### src/rtl/vga_pkg.sv
// Shared VGA timing definitions.
//   vga_mode_t : per-mode horizontal/vertical timing plus sync polarity
//   VGA_MODES  : mode table, index 0 = 640x480@60, index 1 = 800x600@60
//   vga_t      : sync/blank bundle; vga_ext_t adds sof/eol strobes and mode
//   h_total/v_total : full line/frame lengths of a mode
package vga_pkg;

  typedef struct packed {
    logic [15:0] h_act;
    logic [15:0] h_fp;
    logic [15:0] h_sync;
    logic [15:0] h_bp;
    logic [15:0] v_act;
    logic [15:0] v_fp;
    logic [15:0] v_sync;
    logic [15:0] v_bp;
    logic        pol;   // 1 = sync pulses are active high
  } vga_mode_t;

  localparam vga_mode_t VGA_MODES [2] = '{
    '{h_act: 16'd640, h_fp: 16'd16, h_sync: 16'd96,  h_bp: 16'd48,
      v_act: 16'd480, v_fp: 16'd10, v_sync: 16'd2,   v_bp: 16'd33, pol: 1'b0},
    '{h_act: 16'd800, h_fp: 16'd40, h_sync: 16'd128, h_bp: 16'd88,
      v_act: 16'd600, v_fp: 16'd1,  v_sync: 16'd4,   v_bp: 16'd23, pol: 1'b1}
  };

  typedef struct packed {
    logic hsync;
    logic vsync;
    logic blank;
  } vga_t;

  typedef struct packed {
    vga_t base;
    logic sof;
    logic eol;
    logic mode;
  } vga_ext_t;

  function automatic logic [15:0] h_total(input vga_mode_t m);
    return m.h_act + m.h_fp + m.h_sync + m.h_bp;
  endfunction

  function automatic logic [15:0] v_total(input vga_mode_t m);
    return m.v_act + m.v_fp + m.v_sync + m.v_bp;
  endfunction

endpackage

### src/rtl/vga_if.sv
// VGA timing bus between the timing generator (src) and its consumers (snk).
//   hcount_out/vcount_out : pixel column/row
//   hsync_out/vsync_out   : syncs at pin polarity
//   blank_out             : 1 outside the active area
//   sof_out/eol_out       : start-of-frame / last-active-pixel strobes
//   mode_out              : mode used by the current output frame
//   frame_cnt_out         : completed-frame count, wraps
interface vga_if #(
  parameter int HCOUNT_WIDTH    = 11,
  parameter int VCOUNT_WIDTH    = 10,
  parameter int FRAME_CNT_WIDTH = 8
);
  logic [HCOUNT_WIDTH-1:0]    hcount_out;
  logic [VCOUNT_WIDTH-1:0]    vcount_out;
  logic                       hsync_out;
  logic                       vsync_out;
  logic                       blank_out;
  logic                       sof_out;
  logic                       eol_out;
  logic                       mode_out;
  logic [FRAME_CNT_WIDTH-1:0] frame_cnt_out;

  modport src (output hcount_out, vcount_out, hsync_out, vsync_out, blank_out,
               sof_out, eol_out, mode_out, frame_cnt_out);
  modport snk (input  hcount_out, vcount_out, hsync_out, vsync_out, blank_out,
               sof_out, eol_out, mode_out, frame_cnt_out);
endinterface

### src/rtl/vga_delay_line.sv
// Enable-gated shift register, DEPTH stages of WIDTH bits, async active-low
// reset to RST_VAL. Used to align timing signals with a pixel pipeline.
//   clk_i, rst_ni : clock, async reset
//   en_i          : all stages advance together only when high
//   d_i / q_o     : input word / word delayed by DEPTH enabled cycles
module vga_delay_line #(
  parameter int               WIDTH   = 1,
  parameter int               DEPTH   = 2,
  parameter logic [WIDTH-1:0] RST_VAL = '0
) (
  input  logic             clk_i,
  input  logic             rst_ni,
  input  logic             en_i,
  input  logic [WIDTH-1:0] d_i,
  output logic [WIDTH-1:0] q_o
);

  logic [WIDTH-1:0] stage_q [DEPTH];

  always_ff @(posedge clk_i or negedge rst_ni) begin
    if (!rst_ni) begin
      for (int i = 0; i < DEPTH; i++) stage_q[i] <= RST_VAL;
    end else if (en_i) begin
      stage_q[0] <= d_i;
      for (int i = 1; i < DEPTH; i++) stage_q[i] <= stage_q[i-1];
    end
  end

  assign q_o = stage_q[DEPTH-1];

endmodule

### src/rtl/vga_timing_gen.sv
// Two-mode VGA timing generator (640x480@60 / 800x600@60) driving vga_if.src.
//   clk_in     : system clock
//   rst_n_in   : async reset, active low
//   pix_en_in  : pixel enable; counters and output pipeline advance only when high
//   mode_in    : requested mode, adopted only when the frame wraps
//   vga        : timing bus, delayed PIPE_DELAY enabled cycles from the counters
module vga_timing_gen
  import vga_pkg::*;
#(
  parameter int HCOUNT_WIDTH    = 11,
  parameter int VCOUNT_WIDTH    = 10,
  parameter int PIPE_DELAY      = 2,
  parameter int FRAME_CNT_WIDTH = 8
) (
  input  logic clk_in,
  input  logic rst_n_in,
  input  logic pix_en_in,
  input  logic mode_in,
  vga_if.src   vga
);

  for (genvar i = 0; i < 2; i++) begin : g_mode_chk
    if (int'(h_total(VGA_MODES[i])) > (2 ** HCOUNT_WIDTH)) begin : g_h_bad
      $error("HCOUNT_WIDTH too small for mode %0d", i);
    end
    if (int'(v_total(VGA_MODES[i])) > (2 ** VCOUNT_WIDTH)) begin : g_v_bad
      $error("VCOUNT_WIDTH too small for mode %0d", i);
    end
  end
  if (PIPE_DELAY < 1 || PIPE_DELAY > 8) begin : g_pipe_bad
    $error("PIPE_DELAY must be 1..8");
  end

  typedef struct packed {
    logic [HCOUNT_WIDTH-1:0]    hc;
    logic [VCOUNT_WIDTH-1:0]    vc;
    logic [FRAME_CNT_WIDTH-1:0] fc;
    vga_ext_t                   ctl;
  } bundle_t;

  // Mode-0 idle levels: syncs inactive (high), blanked, no strobes.
  localparam bundle_t BUNDLE_RST = '{
    hc: '0, vc: '0, fc: '0,
    ctl: '{base: '{hsync: 1'b1, vsync: 1'b1, blank: 1'b1},
           sof: 1'b0, eol: 1'b0, mode: 1'b0}};

  logic [HCOUNT_WIDTH-1:0]    hc_q, hc_d;
  logic [VCOUNT_WIDTH-1:0]    vc_q, vc_d;
  logic [FRAME_CNT_WIDTH-1:0] fc_q, fc_d;
  logic                       mode_q, mode_d;

  vga_mode_t   cfg;
  logic [15:0] hc_w, vc_w;
  logic        h_last, v_last, h_in, v_in;
  bundle_t     dec, out_b;
  logic [$bits(bundle_t)-1:0] out_vec;

  assign cfg    = VGA_MODES[mode_q];
  assign hc_w   = 16'(hc_q);
  assign vc_w   = 16'(vc_q);
  assign h_last = (hc_w == h_total(cfg) - 16'd1);
  assign v_last = (vc_w == v_total(cfg) - 16'd1);

  // Mode is only latched at the full-frame wrap, so a frame never mixes two
  // timing tables and a request withdrawn before the wrap is never seen.
  always_comb begin
    hc_d   = hc_q;
    vc_d   = vc_q;
    fc_d   = fc_q;
    mode_d = mode_q;
    if (pix_en_in) begin
      if (h_last) begin
        hc_d = '0;
        if (v_last) begin
          vc_d   = '0;
          fc_d   = fc_q + FRAME_CNT_WIDTH'(1);
          mode_d = mode_in;
        end else begin
          vc_d = vc_q + VCOUNT_WIDTH'(1);
        end
      end else begin
        hc_d = hc_q + HCOUNT_WIDTH'(1);
      end
    end
  end

  always_ff @(posedge clk_in or negedge rst_n_in) begin
    if (!rst_n_in) begin
      hc_q   <= '0;
      vc_q   <= '0;
      fc_q   <= '0;
      mode_q <= 1'b0;
    end else begin
      hc_q   <= hc_d;
      vc_q   <= vc_d;
      fc_q   <= fc_d;
      mode_q <= mode_d;
    end
  end

  // Decode stage: counters -> sync/blank/strobes
  always_comb begin
    h_in = (hc_w >= cfg.h_act + cfg.h_fp) &&
           (hc_w <  cfg.h_act + cfg.h_fp + cfg.h_sync);
    v_in = (vc_w >= cfg.v_act + cfg.v_fp) &&
           (vc_w <  cfg.v_act + cfg.v_fp + cfg.v_sync);
    dec                = BUNDLE_RST;
    dec.hc             = hc_q;
    dec.vc             = vc_q;
    dec.fc             = fc_q;
    dec.ctl.base.hsync = h_in ? cfg.pol : ~cfg.pol;
    dec.ctl.base.vsync = v_in ? cfg.pol : ~cfg.pol;
    dec.ctl.base.blank = (hc_w >= cfg.h_act) || (vc_w >= cfg.v_act);
    dec.ctl.sof        = (hc_q == '0) && (vc_q == '0);
    dec.ctl.eol        = (hc_w == cfg.h_act - 16'd1) && (vc_w < cfg.v_act);
    dec.ctl.mode       = mode_q;
  end

  // Output pipeline: PIPE_DELAY enabled stages
  vga_delay_line #(
    .WIDTH   ($bits(bundle_t)),
    .DEPTH   (PIPE_DELAY),
    .RST_VAL (BUNDLE_RST)
  ) u_dly (
    .clk_i  (clk_in),
    .rst_ni (rst_n_in),
    .en_i   (pix_en_in),
    .d_i    (dec),
    .q_o    (out_vec)
  );

  assign out_b             = bundle_t'(out_vec);
  assign vga.hcount_out    = out_b.hc;
  assign vga.vcount_out    = out_b.vc;
  assign vga.frame_cnt_out = out_b.fc;
  assign vga.hsync_out     = out_b.ctl.base.hsync;
  assign vga.vsync_out     = out_b.ctl.base.vsync;
  assign vga.blank_out     = out_b.ctl.base.blank;
  assign vga.sof_out       = out_b.ctl.sof;
  assign vga.eol_out       = out_b.ctl.eol;
  assign vga.mode_out      = out_b.ctl.mode;

endmodule

### src/flat_wrapper.sv
// flat-port wrapper written by rule: the top's interface ports become plain ports
module vga_timing_gen_flat import vga_pkg::*;
#(
  parameter int HCOUNT_WIDTH    = 11,
  parameter int VCOUNT_WIDTH    = 10,
  parameter int PIPE_DELAY      = 2,
  parameter int FRAME_CNT_WIDTH = 8
)
  (clk_in, rst_n_in, pix_en_in, mode_in, vga_hcount_out, vga_vcount_out, vga_hsync_out, vga_vsync_out, vga_blank_out, vga_sof_out, vga_eol_out, vga_mode_out, vga_frame_cnt_out);
  vga_if #(.HCOUNT_WIDTH(HCOUNT_WIDTH), .VCOUNT_WIDTH(VCOUNT_WIDTH), .FRAME_CNT_WIDTH(FRAME_CNT_WIDTH)) vga_i ();
  input  logic clk_in;
  input  logic rst_n_in;
  input  logic pix_en_in;
  input  logic mode_in;
  output wire logic [$bits(vga_i.hcount_out)-1:0] vga_hcount_out;
  output wire logic [$bits(vga_i.vcount_out)-1:0] vga_vcount_out;
  output wire logic [$bits(vga_i.hsync_out)-1:0] vga_hsync_out;
  output wire logic [$bits(vga_i.vsync_out)-1:0] vga_vsync_out;
  output wire logic [$bits(vga_i.blank_out)-1:0] vga_blank_out;
  output wire logic [$bits(vga_i.sof_out)-1:0] vga_sof_out;
  output wire logic [$bits(vga_i.eol_out)-1:0] vga_eol_out;
  output wire logic [$bits(vga_i.mode_out)-1:0] vga_mode_out;
  output wire logic [$bits(vga_i.frame_cnt_out)-1:0] vga_frame_cnt_out;
  assign vga_hcount_out = vga_i.hcount_out;
  assign vga_vcount_out = vga_i.vcount_out;
  assign vga_hsync_out = vga_i.hsync_out;
  assign vga_vsync_out = vga_i.vsync_out;
  assign vga_blank_out = vga_i.blank_out;
  assign vga_sof_out = vga_i.sof_out;
  assign vga_eol_out = vga_i.eol_out;
  assign vga_mode_out = vga_i.mode_out;
  assign vga_frame_cnt_out = vga_i.frame_cnt_out;
  vga_timing_gen #(.HCOUNT_WIDTH(HCOUNT_WIDTH), .VCOUNT_WIDTH(VCOUNT_WIDTH), .PIPE_DELAY(PIPE_DELAY), .FRAME_CNT_WIDTH(FRAME_CNT_WIDTH)) u_core (.clk_in(clk_in), .rst_n_in(rst_n_in), .pix_en_in(pix_en_in), .mode_in(mode_in), .vga(vga_i));
endmodule
### config.mk
export PLATFORM = sky130hd
export DESIGN_NAME = vga_timing_gen_flat
export DESIGN_NICKNAME = d
export VERILOG_FILES = /design/src/rtl/vga_pkg.sv /design/src/rtl/vga_if.sv /design/src/rtl/vga_delay_line.sv /design/src/rtl/vga_timing_gen.sv /design/src/flat_wrapper.sv
export SDC_FILE = /design/constraint.sdc
export NUM_CORES = 1
export LEC_CHECK = 0
export ABC_CLOCK_PERIOD_IN_PS = 3200
export BUFFER_PORTS_ARGS = -buffer_cell sky130_fd_sc_hd__buf_2
export CELL_PAD_IN_SITES_DETAIL_PLACEMENT = 2
export CELL_PAD_IN_SITES_GLOBAL_PLACEMENT = 2
export CORE_ASPECT_RATIO = 0.6
export CORE_MARGIN = 2
export CORE_UTILIZATION = 41
export CTS_CLUSTER_DIAMETER = 150
export CTS_CLUSTER_SIZE = 12
export DETAILED_ROUTE_END_ITERATION = 12
export HOLD_SLACK_MARGIN = 0.12
export PLACE_DENSITY_LB_ADDON = 0.1
export SLEW_MARGIN = 20
export SYNTH_ARGS = -nofsm -noshare
export SYNTH_HDL_FRONTEND = slang
export SYNTH_SLANG_ARGS = --single-unit
### constraint.sdc
create_clock -name clk_in -period 3.2 [get_ports clk_in]
set_input_delay 0.16 -clock clk_in [delete_from_list [all_inputs] [get_ports clk_in]]
set_output_delay 0.16 -clock clk_in [all_outputs]
set_load 0.02 [all_outputs]
==> results.sh <==
export IMPL_initial_core_util_pct=41.68
export IMPL_period_share_pct=77.42
export IMPL_dieArea_um2=13110
export IMPL_cp_slowest_cell="or4b_1"
export IMPL_criticalPathCategory="flip-flop to flip-flop"
export IMPL_p_leak_nw=2.543
export IMPL_power_frac_comb_pct=14.9
export IMPL_outcome="complete, no violations"
export IMPL_fp_row_count=31
export IMPL_start_kind="flip-flop"
export IMPL_crit_path_end_kind="flip-flop"
export IMPL_ir_drop_v=0.0002758
export IMPL_layout_min_cycle_time_ns=2.478
export IMPL_nNetsFinal=444
export IMPL_wl_per_cell_um=18.86
export IMPL_layout_setup_ws_ns=0.7224
export IMPL_rsz0062_at_grt="false"
export IMPL_min_path_type="input pin to flip-flop"
export IMPL_htreeDepth=3
export IMPL_fin_worst_skew_ns=0.008470
export IMPL_grt_max_degree=59
export IMPL_setup_viol=0
export IMPL_drc_errors=0
export IMPL_vias=3142
export IMPL_yosys_area_share_xor_xnor_pct=3.105
export IMPL_clk_latency_ns=0.35
export IMPL_antenna_found_initial=0
export IMPL_slew_headroom_pct=50.52
export IMPL_synthMuxAreaShare_pct=14.88
export IMPL_slew_viol_final=0
export IMPL_firstDrtPassIters=4
export IMPL_io_buffers=38
export IMPL_power_density_nw_per_um2=558.5
export IMPL_cp_cell_sequence="ha_1 -> or4b_1 -> a211oi_2 -> and2_4 -> nand2b_2 -> o31ai_1"
export IMPL_hpwlAfterDp_mm=7.796
export IMPL_first_global_vias=3255
export IMPL_synthAdderAreaFrac_pct=5.009
export IMPL_worstPathRequired_ns=3.44
export IMPL_clk_path_buf_depth=2
export IMPL_synth_area_um2=4996
export IMPL_drtAntennaViolNets=0
export IMPL_synth_simple_area_share_pct=12.75
export IMPL_ys_types=55
export IMPL_cts_buffers=9
export IMPL_layout_cells_non_filler=590
export IMPL_cts_sinks=100
export IMPL_swShare_pct=29.96
export IMPL_max_freq_mhz=403.6
export IMPL_clockRootBuffer="clkbuf_16"
export IMPL_die_y_um=89.51
export IMPL_drive_gt1_share_pct=35.06
export IMPL_synth_compound_area_share_pct=6.386
export IMPL_path_clk_slew_ns=0.07
export IMPL_p_int_w=0.002124
export IMPL_yosys_register_bits=100
export IMPL_place_inst=572
export IMPL_ys_flop_type="dfrtp_1"
export IMPL_max_slew_worst_pin_slew_ns=0.7422
export IMPL_overflow=0
export IMPL_pin_count=39
export IMPL_path_max_fanout=14
export IMPL_place_gp_congestion=0.7894
export IMPL_drt_iter0_drc=165
export IMPL_critPathArrivalTime_ns=2.72
export IMPL_grtUsageTotal_pct=18.33
export IMPL_final_setup_tns_ns=0
export IMPL_synthToLayoutAreaGrowth_pct=8.690
export IMPL_slowest_delay_ns=0.56
export IMPL_hold_viol=0
export IMPL_yosys_warnings=0
export IMPL_fin_hold_ws_ns=0.3555
export IMPL_netSwitchingPower_w=0.0009085
export IMPL_async_reset_ff_share_pct=100.0
export IMPL_totalWireLength_mm=11.13
export IMPL_p_clk_share_pct=34.3
export IMPL_place_area_um2=5126
export IMPL_syn_area_per_cell_um2=12.10
export IMPL_power_frac_seq_pct=50.8
export IMPL_postLayoutCellArea_um2=5430
export IMPL_dp_slack_ns=0.7545
export IMPL_yosysSeqAreaShare_pct=50.24
export IMPL_grt_pass1_wl_mm=18.55
export IMPL_core_area_um2=11990
export IMPL_synth_edf_count=0
export IMPL_vias_per_cell=5.325
export IMPL_die_w_um=146.5
export IMPL_synth_top_family_by_area="multiplexers"
export IMPL_max_cap_violations=0
export IMPL_postSynthCellCount=413
export IMPL_cts_tree="done"
export IMPL_cts_resized_gates=0
export IMPL_diodes=0
export IMPL_synthesis_nets=437
## synth_stat cells, drive strengths merged (4+ instances only)
cell type	instances	area (µm²)
dfrtp	94	2352
mux2	66	743.2
buf	42	299.0
o21ai	21	108.9
ha	20	250.2
nor2	17	63.81
nand3	16	107.6
nand2	15	56.30
inv	14	52.55
xnor2	13	128.9
nand4	9	86.33
clkbuf	8	30.03
and3	7	45.05
dfstp	6	157.7
a21oi	5	25.02
nor3	5	25.02
a211oi	4	40.03
a31oi	4	25.02
nand3b	4	30.03
nor2b	4	25.02
nor4	4	25.02
o31ai	4	35.03
## sequential cells by signal, indices dropped and copies added, names as in the netlist
signal	flops
u_core.fc_q	8
u_core.hc_q	11
u_core.mode_q	1
u_core.u_dly.q_o	35
u_core.u_dly.stage_q	35
u_core.vc_q	10
## power by group through the flow
stage / Combinational (W) / Sequential [W] / Clock (W)
detailed placement: 0.000455 / 0.00156 / 0
global route: 0.000505 / 0.00157 / 0.00113
floorplan: 0.000445 / 0.00146 / 0
global placement: 0.000433 / 0.00155 / 0
CTS: 0.000462 / 0.00154 / 0.00108
finish: 0.000452 / 0.00154 / 0.00104
## routing by layer
layer  up-vias  share of wire (%)  track usage (%)
li1       1450                  -                -
met1      1627                 52            27.20
met2        56                 43            27.57
met3         9                4.3            3.929
met4         0               0.78            4.325
met5         -                  0                0
## layout make-up
type                       count  area (µm²)
clock buffer                   9       225.2
clock inverter                 7       58.81
fill                        1213        6555
inverter                      14       52.55
multi-input combinational    249        2105
sequential                   100        2510
tap                          165       206.4
timing repair buffer          46       272.8
## what timing repair did
item	CTS	global route
hold buffers	2	0
setup buffers	0	0
endpoints found under the hold margin	52	0
## worst max-delay path: cells and delay by family, from the launching register on
family,cells,cell delay [ns]
flip-flops,1,0.47
AO/OA/AOI/OAI,2,0.48
adder cells (fa/ha/maj),1,0.38
AND/OR/NAND/NOR,3,1.04
## cells in the final DEF (no fill, tap or decap), types with 2 or more instances in the layout
cell,count
a211oi_2,2
xor2_1,3
dfstp_2,6
a211oi_1,2
clkbuf_16,9
mux2_2,65
o31ai_1,3
nand3b_1,4
and4_1,3
dlygate4sd3_1,2
nor3_1,5
a21oi_1,5
nand4_1,7
nand2_1,15
nand4_4,2
clkinv_4,2
nand3_1,12
a31oi_1,4
and3_1,6
or3_1,3
nand4b_1,2
ha_1,20
nor2_1,17
or4b_1,3
inv_1,14
nor4b_1,2
dfrtp_1,94
nand3_2,3
xnor2_2,2
o21ai_0,13
nor2b_1,4
buf_4,7
buf_2,36
o21ai_1,7
nor4_1,4
inv_6,2
o211ai_1,3
xnor2_1,11
## per-stage QoR
step	utilization, %	power, W
after global routing	45.31	0.003206
after floorplan	-	0.001907
final	45.31	0.003033
after detailed placement	42.77	0.002019
after CTS	45.31	0.003083
after global placement	42.77	0.001988
## logic make-up after synthesis
kind of cell / count (synthesis)
multiplexers: 66
AND/OR/NAND/NOR: 101
flip-flops: 100
XOR/XNOR: 16
buffers and inverters: 64
AO/OA/AOI/OAI: 46
adder cells (fa/ha/maj): 20
## path summary, 6_finish.rpt
| check | startpoint | slack, ns | end | cells after the start |
|---|---|---|---|---|
| worst max-delay path | u_core.hc_q[8]$_DFFE_PN0P_ | 0.72 | u_core.vc_q[4]$_DFFE_PN0P_ | 6 |
| worst min-delay path | pix_en_in | 0.36 | u_core.hc_q[2]$_DFFE_PN0P_ | 3 |
| worst max register to register | u_core.hc_q[8]$_DFFE_PN0P_ | 0.72 | u_core.vc_q[4]$_DFFE_PN0P_ | 6 |
| worst min register to register | u_core.fc_q[7]$_DFFE_PN0P_ | 0.48 | u_core.fc_q[7]$_DFFE_PN0P_ | 1 |
| max in group asynchronous | rst_n_in | 2.10 | u_core.u_dly.stage_q[42]$_DFFE_PN0P_ | 3 |
| min in group asynchronous | rst_n_in | 0.42 | u_core.u_dly.q_o[34]$_DFFE_PN0P_ | 2 |
Power figures use the tool's default switching activity.
